--- src/rtl/kcpsm_port_bank.sv ---
// KCPSM6 I/O port bank: decoded output registers with write pulses, registered
// input mux, and a sticky read-to-clear event register that drives the interrupt.
module kcpsm_port_bank #(
    parameter int               DATA_W    = 8,
    parameter int               N_OUT     = 16,
    parameter int               N_IN      = 4,
    parameter int               N_EV      = 8,
    parameter logic [7:0]       OUT_BASE  = 8'h00,
    parameter logic [7:0]       IN_BASE   = 8'h00,
    parameter logic [7:0]       EVT_PORT  = 8'hF0,
    parameter logic [DATA_W-1:0] RESET_VAL = {DATA_W{1'b0}}
) (
    input  logic                     clk,
    input  logic                     reset,
    input  logic [7:0]               port_id,
    input  logic [DATA_W-1:0]        out_port,
    input  logic                     write_strobe,
    input  logic                     k_write_strobe,
    input  logic                     read_strobe,
    output logic [DATA_W-1:0]        in_port,
    output logic [N_OUT*DATA_W-1:0]  out_regs,
    output logic [N_OUT-1:0]         wr_pulse,
    input  logic [N_IN*DATA_W-1:0]   in_data,
    input  logic [N_EV-1:0]          ev_in,
    output logic                     interrupt,
    input  logic                     interrupt_ack
);

    // OUTPUTK only carries a 4-bit address, so at most 16 registers are reachable by it.
    localparam int N_K     = (N_OUT < 16) ? N_OUT : 16;
    localparam int OUT_END = int'(OUT_BASE) + N_OUT;
    localparam int IN_END  = int'(IN_BASE) + N_IN;

    if (N_OUT < 1 || N_OUT > 64) begin : g_bad_n_out
        $error("kcpsm_port_bank: N_OUT out of range 1..64");
    end
    if (N_IN < 1 || N_IN > 64) begin : g_bad_n_in
        $error("kcpsm_port_bank: N_IN out of range 1..64");
    end
    if (N_EV < 1 || N_EV > DATA_W) begin : g_bad_n_ev
        $error("kcpsm_port_bank: N_EV out of range 1..DATA_W");
    end
    if (OUT_END > 256) begin : g_bad_out_wrap
        $error("kcpsm_port_bank: output port range wraps past 8'hFF");
    end
    if (IN_END > 256) begin : g_bad_in_wrap
        $error("kcpsm_port_bank: input port range wraps past 8'hFF");
    end
    if ((int'(EVT_PORT) >= int'(OUT_BASE) && int'(EVT_PORT) < OUT_END) ||
        (int'(EVT_PORT) >= int'(IN_BASE) && int'(EVT_PORT) < IN_END)) begin : g_bad_evt
        $error("kcpsm_port_bank: EVT_PORT overlaps an output or input range");
    end

    typedef enum logic {
        IDLE = 1'b0,
        PEND = 1'b1
    } irq_state_t;

    logic [N_OUT-1:0]  wr_sel_s;
    logic              mask_wr_s;
    logic [DATA_W-1:0] rd_data_s;
    logic [N_EV-1:0]   rise_s;
    logic              ev_clr_s;
    logic              irq_hit_s;

    irq_state_t        state_r;
    logic [N_EV-1:0]   flags_r;
    logic [N_EV-1:0]   mask_r;
    logic [N_EV-1:0]   ev_prev_r;

    // Write address decode; write_strobe takes priority over k_write_strobe.
    always_comb begin
        wr_sel_s = {N_OUT{1'b0}};
        for (int i = 0; i < N_OUT; i++) begin
            wr_sel_s[i] = (write_strobe && (port_id == OUT_BASE + 8'(i))) ||
                          (!write_strobe && k_write_strobe && (i < N_K) &&
                           (port_id[3:0] == 4'(i)));
        end
        mask_wr_s = write_strobe && (port_id == EVT_PORT);
    end

    // Read mux as an AND-OR tree; unmatched addresses collapse to zero.
    always_comb begin
        rd_data_s = {DATA_W{1'b0}};
        for (int j = 0; j < N_IN; j++) begin
            rd_data_s = rd_data_s |
                        ({DATA_W{port_id == IN_BASE + 8'(j)}} & in_data[j*DATA_W +: DATA_W]);
        end
        rd_data_s = rd_data_s | ({DATA_W{port_id == EVT_PORT}} & DATA_W'(flags_r));
    end

    assign rise_s    = ev_in & ~ev_prev_r;
    assign ev_clr_s  = read_strobe && (port_id == EVT_PORT);
    assign irq_hit_s = |(rise_s & mask_r);

    // Output registers, write pulses and the registered read data.
    always_ff @(posedge clk) begin
        if (reset) begin
            out_regs <= {N_OUT{RESET_VAL}};
            wr_pulse <= {N_OUT{1'b0}};
            in_port  <= {DATA_W{1'b0}};
        end else begin
            for (int i = 0; i < N_OUT; i++) begin
                if (wr_sel_s[i]) begin
                    out_regs[i*DATA_W +: DATA_W] <= out_port;
                end
            end
            wr_pulse <= wr_sel_s;
            in_port  <= rd_data_s;
        end
    end

    // Sticky event flags: a rise in the clearing cycle survives the clear.
    always_ff @(posedge clk) begin
        if (reset) begin
            flags_r   <= {N_EV{1'b0}};
            mask_r    <= {N_EV{1'b0}};
            ev_prev_r <= {N_EV{1'b0}};
        end else begin
            flags_r   <= (ev_clr_s ? {N_EV{1'b0}} : flags_r) | rise_s;
            ev_prev_r <= ev_in;
            if (mask_wr_s) begin
                mask_r <= out_port[N_EV-1:0];
            end
        end
    end

    // Interrupt handshake; only fresh masked rises arm it, so mask writes never do.
    always_ff @(posedge clk) begin
        if (reset) begin
            state_r   <= IDLE;
            interrupt <= 1'b0;
        end else begin
            case (state_r)
                IDLE: begin
                    if (irq_hit_s) begin
                        state_r   <= PEND;
                        interrupt <= 1'b1;
                    end
                end
                PEND: begin
                    if (interrupt_ack && !irq_hit_s) begin
                        state_r   <= IDLE;
                        interrupt <= 1'b0;
                    end
                end
                default: begin
                    state_r   <= IDLE;
                    interrupt <= 1'b0;
                end
            endcase
        end
    end

endmodule

--- config.mk ---
export PLATFORM = sky130hd
export DESIGN_NAME = kcpsm_port_bank
export DESIGN_NICKNAME = d
export VERILOG_FILES = /design/src/rtl/kcpsm_port_bank.sv
export SDC_FILE = /design/constraint.sdc
export NUM_CORES = 1
export LEC_CHECK = 0
export ABC_AREA = 1
export CAP_MARGIN = 20
export CORE_MARGIN = 2
export CORE_UTILIZATION = 50
export DETAILED_ROUTE_END_ITERATION = 10
export GPL_TIMING_DRIVEN = 0
export PLACE_DENSITY_LB_ADDON = 0.15
export REMOVE_ABC_BUFFERS = 1
export SETUP_SLACK_MARGIN = 0.3
export SYNTH_ARGS = -nofsm -noshare
export SYNTH_HDL_FRONTEND = slang
export SYNTH_SLANG_ARGS = --single-unit
--- constraint.sdc ---
create_clock -name clk -period 2.8 [get_ports clk]
set_clock_uncertainty 0.2 [all_clocks]
set_input_delay 0.56 -clock clk [delete_from_list [all_inputs] [get_ports clk]]
set_output_delay 0.56 -clock clk [all_outputs]
set_load 0.05 [all_outputs]
==> report_table.html <==
<table>
<tr><th>Metric</th><th>Value</th></tr>
<tr><th colspan="2">Timing</th></tr>
<tr><td>Max-slew headroom</td><td>0.276</td></tr>
<tr><td>Pin slew with the least headroom to its limit</td><td>1.08 ns</td></tr>
<tr><td>Ratio of final minimum period to clock period</td><td>0.850</td></tr>
<tr><td>Max-slew violation count</td><td>0</td></tr>
<tr><td>Final Hold Vio Count</td><td>0</td></tr>
<tr><td>Setup repair after global routing missed its margin</td><td>no</td></tr>
<tr><td>Setup slack of the critical path after layout</td><td>0.419 ns</td></tr>
<tr><td>Final setup violating endpoints</td><td>0</td></tr>
<tr><td>Peak clock frequency supported by timing</td><td>420 MHz</td></tr>
<tr><td>Clock period minus final worst setup slack</td><td>about 2.4 ns</td></tr>
<tr><th colspan="2">Synth</th></tr>
<tr><td>Summed instance area of the synthesized netlist</td><td>0.00729 mm2</td></tr>
<tr><td>Basic-gate share of the synthesized area counting and, or, nand and nor cells</td><td>0.365</td></tr>
<tr><td>Xor-xnor portion of the synthesized cell area</td><td>0</td></tr>
<tr><td>Mean area per synthesized cell</td><td>6.99 um2</td></tr>
<tr><td>Yosys synthesis warning count</td><td>0</td></tr>
<tr><td>Post-synthesis cell count</td><td>1043</td></tr>
<tr><td>Arithmetic-cell share of the synthesized area counting full adders, half adders and majority gates</td><td>0</td></tr>
<tr><td>Flop and latch count out of synthesis</td><td>around 180</td></tr>
<tr><td>Main combinational cell family by area after synthesis</td><td>simple AND/OR/NAND/NOR gates</td></tr>
<tr><td>Portion of netlist area occupied by mux cells</td><td>0</td></tr>
<tr><td>Distinct cell type count after synthesis</td><td>24</td></tr>
<tr><td>Proportion of synthesized chip area in sequential cells</td><td>0.489</td></tr>
<tr><td>Area fraction in compound gates after synthesis</td><td>0.0448</td></tr>
<tr><th colspan="2">Worst setup path</th></tr>
<tr><td>Sum of buffers and inverters on the critical path</td><td>1</td></tr>
<tr><td>Slowest-stage cell, CP</td><td>sky130_fd_sc_hd__clkdlybuf4s50_1</td></tr>
<tr><td>Worst Reg-to-Reg Cells</td><td>7</td></tr>
<tr><td>Crit path max fanout</td><td>2</td></tr>
<tr><td>Setup Crit Path Kind</td><td>register to primary output</td></tr>
<tr><td>Number of gates on the worst path with buffers counted</td><td>1</td></tr>
<tr><td>Kind of end point of the critical path</td><td>primary output</td></tr>
<tr><td>Cell class contributing the biggest share of worst-path delay</td><td>buffers and inverters</td></tr>
<tr><td>Launching element type of the critical path</td><td>register</td></tr>
<tr><td>Data required time of the worst path</td><td>2.04 ns</td></tr>
<tr><td>Worst stage delay on the critical path</td><td>0.83 ns</td></tr>
<tr><td>Data arrival time of the worst path</td><td>1.62 ns</td></tr>
<tr><td>CP cell instances</td><td>clkdlybuf4s50_1</td></tr>
<tr><th colspan="2">Clock network</th></tr>
<tr><td>Total CTS buffers</td><td>17</td></tr>
<tr><td>Clock Path Buffers</td><td>2</td></tr>
<tr><td>Clock latency at the later pin of the worst-skew pair</td><td>0.43 ns</td></tr>
<tr><td>Hold buffer count at CTS</td><td>0</td></tr>
<tr><td>Clock transition at the registers of the reported paths</td><td>0.06 ns</td></tr>
<tr><td>Clock sinks</td><td>178</td></tr>
<tr><td>CTS H-tree lvls</td><td>4</td></tr>
<tr><td>TritonCTS clock tree</td><td>yes</td></tr>
<tr><td>Cell at the root of the clock tree</td><td>sky130_fd_sc_hd__clkbuf_16</td></tr>
<tr><th colspan="2">Die</th></tr>
<tr><td>Die area</td><td>0.0156 mm2</td></tr>
<tr><td>Die Y-Extent</td><td>125 um</td></tr>
<tr><td>IO Pins</td><td>215</td></tr>
<tr><td>Die boundary width</td><td>125 um</td></tr>
<tr><td>Initial cell density of the core</td><td>0.507</td></tr>
<tr><td>CORE AREA</td><td>between 0.01 and 0.015 mm2</td></tr>
<tr><td>Number of rows created at floorplan</td><td>44</td></tr>
<tr><th colspan="2">Drt</th></tr>
<tr><td>Wirelength per Cell</td><td>between 10 and 15 um</td></tr>
<tr><td>Detailed-route via count</td><td>6892</td></tr>
<tr><td>Final Routed Wirelength</td><td>~20000 um</td></tr>
<tr><td>First DRT Iteration DRCs</td><td>448</td></tr>
<tr><td>Antenna Nets Post-Route</td><td>0</td></tr>
<tr><td>Via/cell ratio</td><td>4.82</td></tr>
<tr><td>Count of unresolved DRC violations after routing</td><td>0</td></tr>
<tr><td>TritonRoute pass-1 iters</td><td>5</td></tr>
<tr><th colspan="2">Worst hold path</th></tr>
<tr><td>Worst Hold Class</td><td>register to register</td></tr>
<tr><td>Hold Path Stages</td><td>2</td></tr>
<tr><th colspan="2">GRT</th></tr>
<tr><td>Wire length of the first global-routing pass</td><td>31900 um</td></tr>
<tr><td>Total gr overflow</td><td>0</td></tr>
<tr><td>Maximum number of pins on one net before global-route repair</td><td>83</td></tr>
<tr><td>Via count of the first global-routing pass</td><td>6087</td></tr>
<tr><td>Number of antenna violations at the first check in global routing</td><td>0</td></tr>
<tr><td>Global Route Usage Sum</td><td>0.257</td></tr>
<tr><th colspan="2">Power</th></tr>
<tr><td>Cell area power density</td><td>roughly 560 mW/mm2</td></tr>
<tr><td>Worst ir drop on vdd</td><td>about 0.41 mV</td></tr>
<tr><td>Leakage component of the power</td><td>4.56 nW</td></tr>
<tr><th colspan="2">Finish</th></tr>
<tr><td>Final core area utilization</td><td>0.709</td></tr>
<tr><td>Number of diodes added for antenna fixing</td><td>0</td></tr>
<tr><td>Layout overhead on the synthesized area</td><td>39.7%</td></tr>
<tr><td>Fill cell instance count of the final layout</td><td>between 1000 and 1500</td></tr>
<tr><td>Fraction of layout cells with a size suffix above 1</td><td>0.0618</td></tr>
<tr><td>Layout Cells excl Fill</td><td>1429</td></tr>
<tr><td>Count of nets after finishing</td><td>1294</td></tr>
<tr><th colspan="2">Placement</th></tr>
<tr><td>Total instance count after detailed placement</td><td>1389</td></tr>
<tr><td>Hpwl dp</td><td>13000 um</td></tr>
<tr><td>Input/output buffers</td><td>214</td></tr>
<tr><td>GPL Wtd Cong</td><td>0.786</td></tr>
<tr><td>Pre-CTS setup slack</td><td>-0.257 ns</td></tr>
<tr><th colspan="2">Outcome</th></tr>
<tr><td>Result of the run</td><td>finished clean</td></tr>
<tr><th colspan="2">Job</th></tr>
<tr><td>Max-capacitance violation count</td><td>0</td></tr>
</table>
==> stage by stage <==
stage	instance area, um2	power, mW	hold WS [ns]	TNS (ns)
finish	10200	5.70	0.258	0
global route	10200	5.88	0.277	0
CTS	10100	5.72	0.264	0
detailed placement	9430	3.12	0.254	-16.69
global placement	9380	3.11	0.248	-339.66
floorplan	7010	2.86	0.235	0
==> worst reg2reg max path, delay by kind of cell, from the launching register on <==
kind	cells	cell delay (ns)
and+or+nand+nor	4	0.33
DFF	1	0.31
AOI/OAI and AO/OA	1	0.17
buffers and inverters	2	0.10
==> metal layers <==
metal | GRT usage | part of all wire
met1 | 0.333 | 0.44
met2 | 0.400 | 0.45
met3 | 0.0924 | 0.093
met5 | 0 | 0
met4 | 0.0813 | 0.012
==> cells in the mapped netlist <==
| cell | count | area share |
|---|---|---|
| sky130_fd_sc_hd__nand2_1 | 261 | 0.13 |
| sky130_fd_sc_hd__nor2_1 | 235 | 0.12 |
| sky130_fd_sc_hd__dfxtp_1 | 178 | 0.49 |
| sky130_fd_sc_hd__inv_1 | 113 | 0.058 |
| sky130_fd_sc_hd__nand3_1 | 83 | 0.057 |
| sky130_fd_sc_hd__a21oi_1 | 54 | 0.037 |
| sky130_fd_sc_hd__clkbuf_1 | 32 | 0.016 |
| sky130_fd_sc_hd__nand4_1 | 16 | 0.014 |
| sky130_fd_sc_hd__buf_2 | 14 | 0.0096 |
| sky130_fd_sc_hd__nand3_2 | 11 | 0.015 |
| sky130_fd_sc_hd__o21ai_0 | 9 | 0.0062 |
| sky130_fd_sc_hd__buf_6 | 5 | 0.0077 |
| sky130_fd_sc_hd__inv_2 | 5 | 0.0026 |
| sky130_fd_sc_hd__nor2_4 | 5 | 0.0077 |
| sky130_fd_sc_hd__nand2_2 | 4 | 0.0034 |
| sky130_fd_sc_hd__nor2_2 | 4 | 0.0034 |
| sky130_fd_sc_hd__clkinv_1 | 3 | 0.0015 |
| sky130_fd_sc_hd__nand3_4 | 3 | 0.0072 |
| sky130_fd_sc_hd__buf_1 | 2 | 0.0010 |
| sky130_fd_sc_hd__nor3_1 | 2 | 0.0014 |
| sky130_fd_sc_hd__buf_12 | 1 | 0.0027 |
| sky130_fd_sc_hd__buf_4 | 1 | 0.0010 |
| sky130_fd_sc_hd__o21bai_2 | 1 | 0.0015 |
| sky130_fd_sc_hd__or2_2 | 1 | 0.00086 |
==> layout make-up <==
type                    count  area [um2]  area share
clock buffers              22         474      0.0466
clock inverters            10         179      0.0176
inverters                 121         457      0.0449
multi-input cells         689        3020       0.297
flip-flops and latches    178        3560       0.350
well taps                 184         230      0.0226
repair buffers            225        2260       0.222
==> power by group <==
| part | switching (mW) | internal (mW) | leakage, nW | total [mW] |
|---|---|---|---|---|
| combinational | 0.315 | 0.171 | 2.79 | 0.486 |
| sequential | 0.0183 | 2.57 | 1.44 | 2.59 |
| clock | 0.970 | 1.65 | 0.324 | 2.62 |
==> flip-flops by register name (all words and copies together), names as in the netlist <==
name       flops
out_regs     128
ev_prev_r      8
mask_r         8
state_r        1
in_port        8
interrupt      1
flags_r        8
wr_pulse      16
==> timing repair <==
item                       CTS  global route
pin swaps                    0             3
setup endpoints to repair   64            74
setup buffers                0             8
resized for setup            1             5
==> final timing paths <==
check	slack, ns	end	start
setup / recovery	0.42	out_regs[88]	out_regs[88]$_SDFFE_PP0P_
hold / removal	0.26	flags_r[3]$_SDFF_PP0_	flags_r[3]$_SDFF_PP0_
setup reg to reg	1.61	state_r$_SDFF_PP0_	ev_prev_r[7]$_SDFF_PP0_
hold reg to reg	0.26	flags_r[3]$_SDFF_PP0_	flags_r[3]$_SDFF_PP0_
==> cells by family after synthesis <==
kind of cell	Yosys count
and+or+nand+nor	625
buffers and inverters	176
AOI/OAI and AO/OA	64
DFF	178
==> cell usage in the layout (no fill, tap or decap), drive strengths merged <==
| master | Yosys | final |
|---|---|---|
| clkdlybuf4s50 | 0 | 212 |
| or2 | 1 | 1 |
| o21ai | 9 | 9 |
| nand2 | 265 | 265 |
| inv | 118 | 118 |
| bufinv | 0 | 5 |
| a21oi | 54 | 54 |
| nor3 | 2 | 2 |
| dfxtp | 178 | 178 |
| dlymetal6s2s | 0 | 1 |
| nor2 | 244 | 244 |
| clkbuf | 32 | 22 |
| nand3 | 97 | 97 |
| nand4 | 16 | 16 |
| o21bai | 1 | 1 |
| buf | 23 | 12 |
| clkinv | 3 | 8 |
Note: power is estimated with default switching activity, not from simulation.
